## src/rtl/seq_operand_forward_pipe_if.sv

```systemverilog
// Purpose: READ/EXECUTE/WRITE operand-forwarding bundle between the pipeline control and the forward pipe.
// Latency: none; the interface carries wires only.
// Backpressure: o_stall_request flows back to the READ stage, and i_stall freezes the consumer.
interface seq_operand_forward_pipe_if #(
    parameter int DATA_SIZE      = 32,
    parameter int STALL_CNT_SIZE = 16
);
    logic                      i_stall;
    logic                      i_flush;
    logic                      i_read_valid;
    logic [DATA_SIZE-1:0]      i_operand1;
    logic [DATA_SIZE-1:0]      i_operand2;
    logic                      i_forward_operand1_execute;
    logic                      i_forward_operand2_execute;
    logic                      i_forward_operand1_write;
    logic                      i_forward_operand2_write;
    logic [DATA_SIZE-1:0]      i_result_execute;
    logic                      i_result_valid_execute;
    logic [DATA_SIZE-1:0]      o_operand1;
    logic [DATA_SIZE-1:0]      o_operand2;
    logic                      o_operand_valid;
    logic [DATA_SIZE-1:0]      o_result_write;
    logic                      o_result_write_valid;
    logic                      o_stall_request;
    logic                      o_hold_active;
    logic [STALL_CNT_SIZE-1:0] o_stall_cycles;

    // Pipeline control side: drives stage inputs and observes the pipe.
    modport master (
        output i_stall, i_flush, i_read_valid, i_operand1, i_operand2,
               i_forward_operand1_execute, i_forward_operand2_execute,
               i_forward_operand1_write, i_forward_operand2_write,
               i_result_execute, i_result_valid_execute,
        input  o_operand1, o_operand2, o_operand_valid, o_result_write,
               o_result_write_valid, o_stall_request, o_hold_active, o_stall_cycles
    );

    // Forward pipe side.
    modport slave (
        input  i_stall, i_flush, i_read_valid, i_operand1, i_operand2,
               i_forward_operand1_execute, i_forward_operand2_execute,
               i_forward_operand1_write, i_forward_operand2_write,
               i_result_execute, i_result_valid_execute,
        output o_operand1, o_operand2, o_operand_valid, o_result_write,
               o_result_write_valid, o_stall_request, o_hold_active, o_stall_cycles
    );
endinterface

```

## src/rtl/seq_operand_forward_pipe.sv

```systemverilog
// Purpose: apply forward selects to the READ operands and register them into EXECUTE, and register the EXECUTE result into WRITE.
// Latency: one cycle for operands and one cycle for results; o_stall_request is combinational.
// Backpressure: a pending EXECUTE result holds EXECUTE and bubbles WRITE. i_stall freezes all state, and i_flush overrides i_stall.
module seq_operand_forward_pipe #(
    parameter int DATA_SIZE      = 32,
    parameter int STALL_CNT_SIZE = 16
) (
    input  logic                        i_clk,
    input  logic                        i_rst_n,
    seq_operand_forward_pipe_if.slave   bus
);
    localparam logic [0:0] ST_RUN  = 1'b0;
    localparam logic [0:0] ST_HOLD = 1'b1;
    localparam logic [STALL_CNT_SIZE-1:0] CNT_ONE = {{(STALL_CNT_SIZE-1){1'b0}}, 1'b1};
    localparam logic [STALL_CNT_SIZE-1:0] CNT_MAX = {STALL_CNT_SIZE{1'b1}};

    logic [DATA_SIZE-1:0]      operand1_q, operand1_d;
    logic [DATA_SIZE-1:0]      operand2_q, operand2_d;
    logic                      operand_valid_q, operand_valid_d;
    logic [DATA_SIZE-1:0]      result_write_q, result_write_d;
    logic                      result_write_valid_q, result_write_valid_d;
    logic [0:0]                state_q, state_d;
    logic [STALL_CNT_SIZE-1:0] stall_cycles_q, stall_cycles_d;

    logic                      fwd1_exec, fwd2_exec, fwd1_write, fwd2_write;
    logic [DATA_SIZE-1:0]      sel_operand1, sel_operand2;
    logic                      hazard;

    // Gate the forward flags with READ validity, pick the operand sources, and detect a pending result.
    always_comb begin
        fwd1_exec  = bus.i_read_valid & bus.i_forward_operand1_execute;
        fwd2_exec  = bus.i_read_valid & bus.i_forward_operand2_execute;
        fwd1_write = bus.i_read_valid & bus.i_forward_operand1_write & result_write_valid_q;
        fwd2_write = bus.i_read_valid & bus.i_forward_operand2_write & result_write_valid_q;

        sel_operand1 = bus.i_operand1;
        if (fwd1_exec)       sel_operand1 = bus.i_result_execute;
        else if (fwd1_write) sel_operand1 = result_write_q;

        sel_operand2 = bus.i_operand2;
        if (fwd2_exec)       sel_operand2 = bus.i_result_execute;
        else if (fwd2_write) sel_operand2 = result_write_q;

        hazard = bus.i_read_valid & operand_valid_q & (fwd1_exec | fwd2_exec)
                 & ~bus.i_result_valid_execute;
    end

    // Compute the next pipeline register values in priority order: flush, freeze, hazard, then advance.
    always_comb begin
        operand1_d           = operand1_q;
        operand2_d           = operand2_q;
        operand_valid_d      = operand_valid_q;
        result_write_d       = result_write_q;
        result_write_valid_d = result_write_valid_q;
        if (bus.i_flush) begin
            operand_valid_d      = 1'b0;
            result_write_valid_d = 1'b0;
        end else if (bus.i_stall) begin
            operand_valid_d      = operand_valid_q;
        end else if (hazard) begin
            // The pending instruction stays in EXECUTE, and WRITE receives a bubble.
            result_write_valid_d = 1'b0;
        end else begin
            operand1_d           = sel_operand1;
            operand2_d           = sel_operand2;
            operand_valid_d      = bus.i_read_valid;
            result_write_d       = bus.i_result_execute;
            result_write_valid_d = operand_valid_q & bus.i_result_valid_execute;
        end
    end

    // Compute the RUN/HOLD next state and the saturating HOLD-cycle count.
    always_comb begin
        state_d        = state_q;
        stall_cycles_d = stall_cycles_q;
        if (bus.i_flush) begin
            state_d = ST_RUN;
        end else if (!bus.i_stall) begin
            case (state_q)
                ST_RUN:  if (hazard) state_d = ST_HOLD;
                ST_HOLD: if (bus.i_result_valid_execute) state_d = ST_RUN;
                default: state_d = ST_RUN;
            endcase
        end
        // The count tracks HOLD residency, so a flush edge in HOLD still counts.
        if ((state_q == ST_HOLD) && !bus.i_stall && (stall_cycles_q != CNT_MAX))
            stall_cycles_d = stall_cycles_q + CNT_ONE;
    end

    // Update all state registers; reset forces RUN with every valid cleared.
    always_ff @(posedge i_clk or negedge i_rst_n) begin
        if (!i_rst_n) begin
            operand1_q           <= '0;
            operand2_q           <= '0;
            operand_valid_q      <= 1'b0;
            result_write_q       <= '0;
            result_write_valid_q <= 1'b0;
            state_q              <= ST_RUN;
            stall_cycles_q       <= '0;
        end else begin
            operand1_q           <= operand1_d;
            operand2_q           <= operand2_d;
            operand_valid_q      <= operand_valid_d;
            result_write_q       <= result_write_d;
            result_write_valid_q <= result_write_valid_d;
            state_q              <= state_d;
            stall_cycles_q       <= stall_cycles_d;
        end
    end

    assign bus.o_operand1           = operand1_q;
    assign bus.o_operand2           = operand2_q;
    assign bus.o_operand_valid      = operand_valid_q;
    assign bus.o_result_write       = result_write_q;
    assign bus.o_result_write_valid = result_write_valid_q;
    assign bus.o_stall_request      = hazard & ~bus.i_flush;
    assign bus.o_hold_active        = (state_q == ST_HOLD);
    assign bus.o_stall_cycles       = stall_cycles_q;
endmodule

```

## src/flat_wrapper.sv

```systemverilog
// flat-port wrapper written by rule: the top's interface ports become plain ports
module seq_operand_forward_pipe_flat 
#(
    parameter int DATA_SIZE      = 32,
    parameter int STALL_CNT_SIZE = 16
)
  (i_clk, i_rst_n, bus_i_stall, bus_i_flush, bus_i_read_valid, bus_i_operand1, bus_i_operand2, bus_i_forward_operand1_execute, bus_i_forward_operand2_execute, bus_i_forward_operand1_write, bus_i_forward_operand2_write, bus_i_result_execute, bus_i_result_valid_execute, bus_o_operand1, bus_o_operand2, bus_o_operand_valid, bus_o_result_write, bus_o_result_write_valid, bus_o_stall_request, bus_o_hold_active, bus_o_stall_cycles);
  seq_operand_forward_pipe_if #(.DATA_SIZE(DATA_SIZE), .STALL_CNT_SIZE(STALL_CNT_SIZE)) bus_i ();
  input  logic i_clk;
  input  logic i_rst_n;
  input wire logic [$bits(bus_i.i_stall)-1:0] bus_i_stall;
  input wire logic [$bits(bus_i.i_flush)-1:0] bus_i_flush;
  input wire logic [$bits(bus_i.i_read_valid)-1:0] bus_i_read_valid;
  input wire logic [$bits(bus_i.i_operand1)-1:0] bus_i_operand1;
  input wire logic [$bits(bus_i.i_operand2)-1:0] bus_i_operand2;
  input wire logic [$bits(bus_i.i_forward_operand1_execute)-1:0] bus_i_forward_operand1_execute;
  input wire logic [$bits(bus_i.i_forward_operand2_execute)-1:0] bus_i_forward_operand2_execute;
  input wire logic [$bits(bus_i.i_forward_operand1_write)-1:0] bus_i_forward_operand1_write;
  input wire logic [$bits(bus_i.i_forward_operand2_write)-1:0] bus_i_forward_operand2_write;
  input wire logic [$bits(bus_i.i_result_execute)-1:0] bus_i_result_execute;
  input wire logic [$bits(bus_i.i_result_valid_execute)-1:0] bus_i_result_valid_execute;
  output wire logic [$bits(bus_i.o_operand1)-1:0] bus_o_operand1;
  output wire logic [$bits(bus_i.o_operand2)-1:0] bus_o_operand2;
  output wire logic [$bits(bus_i.o_operand_valid)-1:0] bus_o_operand_valid;
  output wire logic [$bits(bus_i.o_result_write)-1:0] bus_o_result_write;
  output wire logic [$bits(bus_i.o_result_write_valid)-1:0] bus_o_result_write_valid;
  output wire logic [$bits(bus_i.o_stall_request)-1:0] bus_o_stall_request;
  output wire logic [$bits(bus_i.o_hold_active)-1:0] bus_o_hold_active;
  output wire logic [$bits(bus_i.o_stall_cycles)-1:0] bus_o_stall_cycles;
  assign bus_i.i_stall = bus_i_stall;
  assign bus_i.i_flush = bus_i_flush;
  assign bus_i.i_read_valid = bus_i_read_valid;
  assign bus_i.i_operand1 = bus_i_operand1;
  assign bus_i.i_operand2 = bus_i_operand2;
  assign bus_i.i_forward_operand1_execute = bus_i_forward_operand1_execute;
  assign bus_i.i_forward_operand2_execute = bus_i_forward_operand2_execute;
  assign bus_i.i_forward_operand1_write = bus_i_forward_operand1_write;
  assign bus_i.i_forward_operand2_write = bus_i_forward_operand2_write;
  assign bus_i.i_result_execute = bus_i_result_execute;
  assign bus_i.i_result_valid_execute = bus_i_result_valid_execute;
  assign bus_o_operand1 = bus_i.o_operand1;
  assign bus_o_operand2 = bus_i.o_operand2;
  assign bus_o_operand_valid = bus_i.o_operand_valid;
  assign bus_o_result_write = bus_i.o_result_write;
  assign bus_o_result_write_valid = bus_i.o_result_write_valid;
  assign bus_o_stall_request = bus_i.o_stall_request;
  assign bus_o_hold_active = bus_i.o_hold_active;
  assign bus_o_stall_cycles = bus_i.o_stall_cycles;
  seq_operand_forward_pipe #(.DATA_SIZE(DATA_SIZE), .STALL_CNT_SIZE(STALL_CNT_SIZE)) u_core (.i_clk(i_clk), .i_rst_n(i_rst_n), .bus(bus_i));
endmodule
```

## config.mk

```make
export PLATFORM = sky130hd
export DESIGN_NAME = seq_operand_forward_pipe_flat
export DESIGN_NICKNAME = d
export VERILOG_FILES = /design/src/rtl/seq_operand_forward_pipe_if.sv /design/src/rtl/seq_operand_forward_pipe.sv /design/src/flat_wrapper.sv
export SDC_FILE = /design/constraint.sdc
export NUM_CORES = 1
export LEC_CHECK = 0
export CORE_AREA = 3 3 113 115
export DETAILED_ROUTE_END_ITERATION = 16
export DIE_AREA = 0 0 116 118
export GPL_TIMING_DRIVEN = 0
export PLACE_DENSITY = 0.91
export SLEW_MARGIN = 20
export SYNTH_ARGS = -nofsm -noshare
export SYNTH_HDL_FRONTEND = slang
export SYNTH_SLANG_ARGS = --single-unit
export TNS_END_PERCENT = 1
```

## constraint.sdc

```tcl
create_clock -name i_clk -period 5.22 [get_ports i_clk]
set_input_delay 0.522 -clock i_clk [delete_from_list [all_inputs] [get_ports i_clk]]
set_output_delay 0.522 -clock i_clk [all_outputs]
set_load 0.02 [all_outputs]
```

# Word-level counts from Yosys, hierarchy flattened
# Cells that the tools add are included.
# totals
regBits,115
input_bits,106
out_inout_bits,116
elab_cells,48
# op_classes
add_sub_neg,1
n_eq_ne,3
mux,15
bitwise_logic,17
n_reduce_logical,5
# op_table
op,n
2-to-1 mux 32 bit,4
"adder 16 x 1 -> 16 bit, second input constant",1
"!= test 16 bit, second input constant",1
bitwise AND 1 bit,11
2-to-1 mux 1 bit,10
NOT 1 bit,5
AND reduction 3 bit,1
logical AND 1 bit,2
"!= test 2 x 1 -> 1 bit, second input constant",1
"!= test 2 bit, second input constant",1
case mux 1 bit (2 select lines),1
AND reduction 2 bit,1
zero test 1 bit,1
OR 1 bit,1

# Logic depth before layout (Yosys ltp)
# Gate-level depths: netlist of run 1.
# depth
word_depth,8
depth_mapped,6
mapped_depth_nobuf,5

# Worst setup path before layout of run 1
# No wires, ideal clock.
# synth_path
path_type,input -> output
start,in bus_i_forward_operand2_execute
end,out bus_o_stall_request
arrival_ns,1.284
required_time_ns,4.698
path_slack_ns,3.414
path_stages,2
path_buffers,0
cell_sequence,nor2_1 > nor4_1
# synth_via
elab_chain_cells,5
# synth_lines
element,line_no,text
start: declaration,flat_wrapper.sv:17,input wire logic [$bits(bus_i.i_forward_operand2_execute)-1:0] bus_i_forward_operand2_execute;
bitwise AND 1 bit,seq_operand_forward_pipe.sv:32,fwd2_exec = bus.i_read_valid & bus.i_forward_operand2_execute;
OR 1 bit,seq_operand_forward_pipe.sv:44,hazard = bus.i_read_valid & operand_valid_q & (fwd1_exec | fwd2_exec)
bitwise AND 1 bit,seq_operand_forward_pipe.sv:44,
bitwise AND 1 bit,seq_operand_forward_pipe.sv:45,& ~bus.i_result_valid_execute;
bitwise AND 1 bit,seq_operand_forward_pipe.sv:116,assign bus.o_stall_request = hazard & ~bus.i_flush;
end: declaration,flat_wrapper.sv:27,output wire logic [$bits(bus_i.o_stall_request)-1:0] bus_o_stall_request;
# No other way between the ends.

# Worst setup path in the final report of run 1
# layout_path
start,in bus_i_read_valid
end,out bus_o_stall_request
# layout_via
elab_chain_cells,5
elab_cells_between_ends,7
cone_classes,bitwise: 7
# layout_lines
element,line_no,text
start: declaration,flat_wrapper.sv:13,input wire logic [$bits(bus_i.i_read_valid)-1:0] bus_i_read_valid;
"bitwise AND 1 bit, on equally long branches","seq_operand_forward_pipe.sv:31, seq_operand_forward_pipe.sv:32",
OR 1 bit,seq_operand_forward_pipe.sv:44,
bitwise AND 1 bit *,seq_operand_forward_pipe.sv:44,
bitwise AND 1 bit *,seq_operand_forward_pipe.sv:45,
bitwise AND 1 bit *,seq_operand_forward_pipe.sv:116,
# Every way passes the cells marked *; elsewhere a longest branch is shown, timed or not.

==> flow_summary.json, run 1 <==
{
  "vias_per_cell": 5.53,
  "die_y_um": 118,
  "dieArea_um2": 13700,
  "yosysMostFrequentCell": "nand2_1",
  "cts.path.max_buffers": 2,
  "p_comb_share_pct": 22.7,
  "ir_drop_uv": 238,
  "die_w_um": 116,
  "startpoint": "bus_i_read_valid",
  "p_sw_mw": 0.854,
  "status": "complete, no violations",
  "fill_cells": 898,
  "power_frac_seq_pct": 35.5,
  "dpl.cell_count": 1077,
  "io_buffers": 221,
  "grt_use_total_pct": 29.5,
  "p_per_area_nw_per_um2": 350,
  "ys_top_cells_by_count": "295 x nand2_1, 115 x dfrtp_1, 81 x o21ai_0",
  "final_core_util_pct": 73.7,
  "cts_tree": "yes",
  "grt_max_degree": 65,
  "drc_errors": 0,
  "diodes": 0,
  "netlist_instances": 708,
  "synth_edf_count": 0,
  "rsz0062_at_grt": "no",
  "cp_max_fo": 8,
  "row_count": 40,
  "placed_area_um2": 8120,
  "tns_ns": 0,
  "r2r_start": "u_core.bus.o_stall_cycles[0]",
  "start_util_pct": 47.8,
  "cts_hold_buf": 0,
  "synth_top_flop_cell": "dfrtp_1",
  "cts_resized": 0,
  "htreeDepth": 4,
  "grt-ovfl-total": 0,
  "start_kind": "input pin",
  "wire_per_inst_um": 18.1,
  "post_cts_buffers": 0,
  "crit_required_ns": 4.70,
  "p_clk_share_pct": 41.8,
  "drtAntennaViolNets": 0,
  "vias": 6132,
  "final_area_um2": 8780,
  "finalCritPeriodShare_pct": 53.1,
  "setup_viol": 0,
  "syn-cell-area_um2": 5700,
  "yosys.area.top_type_share_pct": 50.5,
  "worstPathArrival_ns": 2.25,
  "switching_share_pct": 27.8,
  "hold_path_class": "in -> async",
  "drt_iter0_drc": 677,
  "syn2layout_area_growth_pct": 54.0,
  "leakage_nw": 4.03,
  "clk_latency_ns": 0.41,
  "async_flop_share_pct": 100,
  "netlist-cell-type-count": 29,
  "seq_area_um2": 2880,
  "criticalPathCategory": "in -> out",
  "yosys.area.top_type": "dfrtp_1",
  "cts_root_buffer": "clkbuf_16",
  "finClkSkew_ns": 0.00672,
  "antenna_found_initial": 0,
  "grt_pass1_vias": 6008,
  "ys_seq_elements": 115,
  "final_nets": 1056,
  "drv_slew": 0,
  "fin_cells": 1109,
  "ioPinCount": 222,
  "hpwl_mm": 14.3,
  "p_int_mw": 2.22,
  "hold_slack_ns": 0.0519,
  "cts_buffers": 17,
  "routed_wl_mm": 20.1,
  "cap_violations": 0,
  "yosys_warnings": 0,
  "core_area_um2": 11900,
  "multi_input_area_um2": 2580,
  "clkSlewWorstSetupHoldPaths_ns": 0.05,
  "synth_nets": 815,
  "syn_area_per_cell_um2": 8.05,
  "hold_viol_final": 0,
  "period_minus_slack_ns": 2.77,
  "drt_pass1_iterations": 5,
  "clock-sinks": 115,
  "yosys-top-cells-area": "dfrtp_1 50%, nand2_1 19%, and3_1 7.6%",
  "endpoint_kind": "output port",
  "fmax_mhz": 361,
  "gp_congestion": 0.856,
  "grt_pass1_wl_mm": 31.3,
  "relSlewSlack_pct": 60.2,
  "seq_area_frac_synth_pct": 50.5,
  "worst_pin_slew_ns": 0.598,
  "drive_above_1_share_pct": 5.82
}
-- cell usage in the layout (no fill, tap or decap) --
cell,n
o21ai_0,81
buf_2,7
nor2_1,4
nand4_1,8
clkinv_2,4
buf_4,11
dfrtp_1,115
nand2_2,1
clkbuf_1,30
clkinvlp_4,1
bufinv_16,5
clkbuf_8,3
nor4_1,1
nand3b_1,1
and3_1,69
buf_6,2
a41oi_2,1
buf_16,1
inv_1,1
xnor2_1,14
ha_1,1
nand3_1,6
clkbuf_16,17
nand2_1,295
mux2i_1,1
clkdlybuf4s50_1,220
or4_1,1
a21oi_1,2
o21ai_1,48
o31ai_4,1
o31a_2,1
nand2b_1,1
and2_1,2
mux2_2,1
xor2_1,1
and4_1,4
-- metal layers --
metal / GRT usage [%] / vias to the layer above / part of all wire (%)
met5: 0 / - / 0
met4: 14.4 / 0 / 3.7
met3: 7.04 / 55 / 7.6
met2: 46.4 / 321 / 49
met1: 38.0 / 2911 / 40
li1: - / 2845 / -
-- sequential cells by signal, summed over array words and instances, names as in the netlist --
name,count
u_core.bus.o_operand1,32
u_core.bus.o_operand2,32
u_core.bus.o_result_write,32
u_core.bus.o_stall_cycles,16
u_core.bus.o_hold_active,1
u_core.bus.o_operand_valid,1
u_core.bus.o_result_write_valid,1
-- critical path, cell delays in order --
cell and delay (ns):
clkdlybuf4s50_1 0.64, nand2_2 0.14, nor4_1 0.27, clkdlybuf4s50_1 0.68
-- cell families (layout without fill, tap and decap cells) --
| kind of cell | after synthesis | after routing | share of synthesized area (%) |
|---|---|---|---|
| AOI/OAI and AO/OA | 134 | 134 | 12.3 |
| xor gates and xnor gates | 15 | 15 | 2.31 |
| adders and majority gates | 1 | 1 | 0.220 |
| buffers and inverters | 48 | 302 | 4.17 |
| DFF | 115 | 115 | 50.5 |
| muxes | 2 | 2 | 0.373 |
| and+or+nand+nor | 393 | 393 | 30.1 |
-- power by group through the flow --
stage | combinational (mW) | clock (mW) | sequential, mW
2_1_floorplan | 0.160 | 0 | 1.23
3_3_place_gp | 0.683 | 0 | 1.10
3_5_place_dp | 0.698 | 0 | 1.10
4_1_cts | 0.702 | 1.30 | 1.09
5_1_grt | 0.749 | 1.34 | 1.10
6_report | 0.698 | 1.29 | 1.09
-- stage by stage --
| step | worst slack (ns) | total power [mW] |
|---|---|---|
| floorplan | 3.41 | 1.39 |
| global placement | -0.893 | 1.78 |
| detailed placement | 2.54 | 1.80 |
| CTS | 2.46 | 3.09 |
| global route | 2.32 | 3.19 |
| finish | 2.45 | 3.08 |
-- final cells by class --
type | count | area share, %
sequential | 115 | 32.8
tap | 147 | 2.10
timing repair buffer | 222 | 25.5
inverter | 1 | 0.0428
clock inverter | 10 | 2.02
clock buffer | 22 | 5.40
multi-input combinational | 545 | 29.4
buffer | 47 | 2.67
-- worst paths after layout --
path | to | slack (ns) | cells after the start
worst max-delay path | bus_o_stall_request | 2.45 | 4
worst min-delay path | u_core.bus.o_operand2[17] | 0.05 | 1
worst max register to register | u_core.bus.o_stall_cycles[13] | 3.27 | 6
worst min register to register | u_core.bus.o_operand1[4] | 0.48 | 2
max in group asynchronous | u_core.bus.o_result_write[11] | 4.47 | 2
min in group i_clk | u_core.bus.o_operand1[4] | 0.48 | 2
Note: power is estimated with default switching activity, not from simulation.
==> inputs of run 2 (changes only) <==
CORE_AREA = 3 3 124 126   (was 3 3 113 115)
DIE_AREA = 0 0 127 129   (was 0 0 116 118)
PLACE_DENSITY = 0.81   (was 0.91)
clock period = 2.3 ns   (was 5.22 ns; I/O delays follow)
==> run 2 against run 1 <==
- global-route usage is 4.4 points lower
- wire length is 1.4% higher
- worst setup slack worse by 2.3 ns
- critical endpoint unchanged
==> flow_summary.json, run 2 (same netlist as run 1, synthesis figures left out) <==
{
  "status": "complete, no violations",
  "r2r_start": "u_core.bus.o_stall_cycles[0]",
  "htreeDepth": 4,
  "vias": 5999,
  "grt.busiest_layer": "met2",
  "antenna_found_initial": 0,
  "dieArea_um2": 16400,
  "drv_slew": 0,
  "setup_viol": 0,
  "routed_wl_mm": 20.3,
  "layout_commonest_cell": "nand2_1",
  "worstPathArrival_ns": 1.91,
  "drt_pass1_iterations": 5,
  "hpwl_mm": 14.7,
  "slowest_stage": "clkdlybuf4s50_1",
  "die_w_um": 127,
  "critical_path.max_stage_delay_ns": 0.67,
  "cap_violations": 0,
  "drive_above_1_share_pct": 5.72,
  "fill_cells": 1264,
  "syn2layout_area_growth_pct": 53.9,
  "placed_area_um2": 8170,
  "drtAntennaViolNets": 0,
  "leakage_nw": 4.00,
  "worst_pin_slew_ns": 0.621,
  "io_buffers": 221,
  "use_met3_pct": 6.27,
  "cpLargestDelayFamily": "buffers and inverters",
  "clk_latency_ns": 0.41,
  "drt_iter0_drc": 423,
  "gp_congestion": 0.825,
  "worstReg2RegEnd": "u_core.bus.o_stall_cycles[15]",
  "die_y_um": 129,
  "finClkSkew_ns": 0.0104,
  "core_area_um2": 14400,
  "hold_slack_ns": 0.315,
  "hold_viol_final": 0,
  "vias_per_cell": 5.23,
  "clock-sinks": 115,
  "p_per_area_nw_per_um2": 765,
  "final_area_um2": 8770,
  "r2r_setup_slack_ns": 0.36,
  "criticalPathCategory": "in -> out",
  "gr-usage-met1_pct": 33.4,
  "start_util_pct": 39.5,
  "finalCritPeriodShare_pct": 93.3,
  "cts_tree": "yes",
  "crit_required_ns": 2.07,
  "grt_max_degree": 69,
  "crit_top_cell": "clkdlybuf4s50_1",
  "cts_buffers": 17,
  "endpoint_kind": "output port",
  "wire_per_inst_um": 17.8,
  "ir_drop_uv": 530,
  "cts_root_buffer": "clkbuf_16",
  "cp_num_buf_inv": 2,
  "cts_resized": 0,
  "row_count": 44,
  "clkSlewWorstSetupHoldPaths_ns": 0.06,
  "r2r_cells": 6,
  "period_minus_slack_ns": 2.14,
  "ioPinCount": 222,
  "grt_use_total_pct": 25.2,
  "final_nets": 1057,
  "layout_common_cells": "295 x nand2_1, 220 x clkdlybuf4s50_1, 115 x dfrtp_1, 81 x o21ai_0, 69 x and3_1",
  "use_met2_pct": 39.1,
  "grt_pass1_vias": 5886,
  "multi_input_area_um2": 2580,
  "fmax_mhz": 466,
  "rsz0062_at_grt": "no",
  "cp_max_fo": 8,
  "drc_errors": 0,
  "seq_area_um2": 2880,
  "relSlewSlack_pct": 58.6,
  "grt-ovfl-total": 0,
  "hold_path_class": "in -> async",
  "diodes": 0,
  "cts.path.max_buffers": 2,
  "crit_chain": "clkdlybuf4s50_1 > nand2_2 > nor4_1 > clkdlybuf4s50_1",
  "grt_pass1_wl_mm": 32.0,
  "start_kind": "input pin"
}
run 2: power breakdown:
part	internal, mW	switching, mW
Sequential	2.28	0.198
Combinational	0.766	0.816
Clock	1.74	0.913
run 2: what timing repair did:
action / 4_1_cts / 5_1_grt
buffers inserted: 0 / 0
hold buffers: 1 / 0
hold endpoints to repair: 47 / 0
run 2: area by class of cell:
type	count	share of cell area (%)
buffer	47	2.67
clock buffer	21	5.25
clock inverter	10	1.51
inverter	1	0.0428
multi-input combinational	545	29.4
sequential	115	32.8
tap	184	2.62
timing repair buffer	223	25.7
run 2: how the worst max path moves through the flow:
stage                                  from                       endpoint  slack [ns]  depth (start not counted)
2_1_floorplan  u_core.bus.o_stall_cycles[0]  u_core.bus.o_stall_cycles[14]        0.51                          6
3_3_place_gp                        i_rst_n      u_core.bus.o_operand1[10]       -3.64                          1
3_5_place_dp               bus_i_read_valid      u_core.bus.o_operand1[20]        0.07                          6
4_1_cts                    bus_i_read_valid            bus_o_stall_request        0.15                          4
5_1_grt                    bus_i_read_valid            bus_o_stall_request        0.06                          4
6_report                   bus_i_read_valid            bus_o_stall_request        0.16                          4
run 2: per-stage QoR:
stage / std cells / utilization (%) / power, mW / setup slack [ns] / TNS (ns)
3_3_place_gp: 1113 / 56.4 / 4.06 / -3.64 / -417.96
3_5_place_dp: 1114 / 56.6 / 4.10 / 0.0681 / 0
4_1_cts: 1146 / 60.8 / 6.76 / 0.155 / 0
5_1_grt: 1146 / 60.8 / 7.03 / 0.0576 / 0
2_1_floorplan: 708 / - / 3.15 / 0.513 / 0
6_report: 1146 / 60.8 / 6.72 / 0.155 / 0
run 2: metal layers:
metal	wire length [um]	part of all wire (%)
met1	8520	42
met2	9710	48
met3	1420	7.0
met4	703	3.5
met5	0	0
run 2: worst reg2reg max path: cells and delay by family, from the launching register on:
kind | cells | cell delay, ns
flops | 1 | 0.43
simple gates | 2 | 0.39
xor+xnor | 1 | 0.16
buf+inv | 1 | 0.25
compound gates | 1 | 0.33
fa+ha+maj | 1 | 0.25
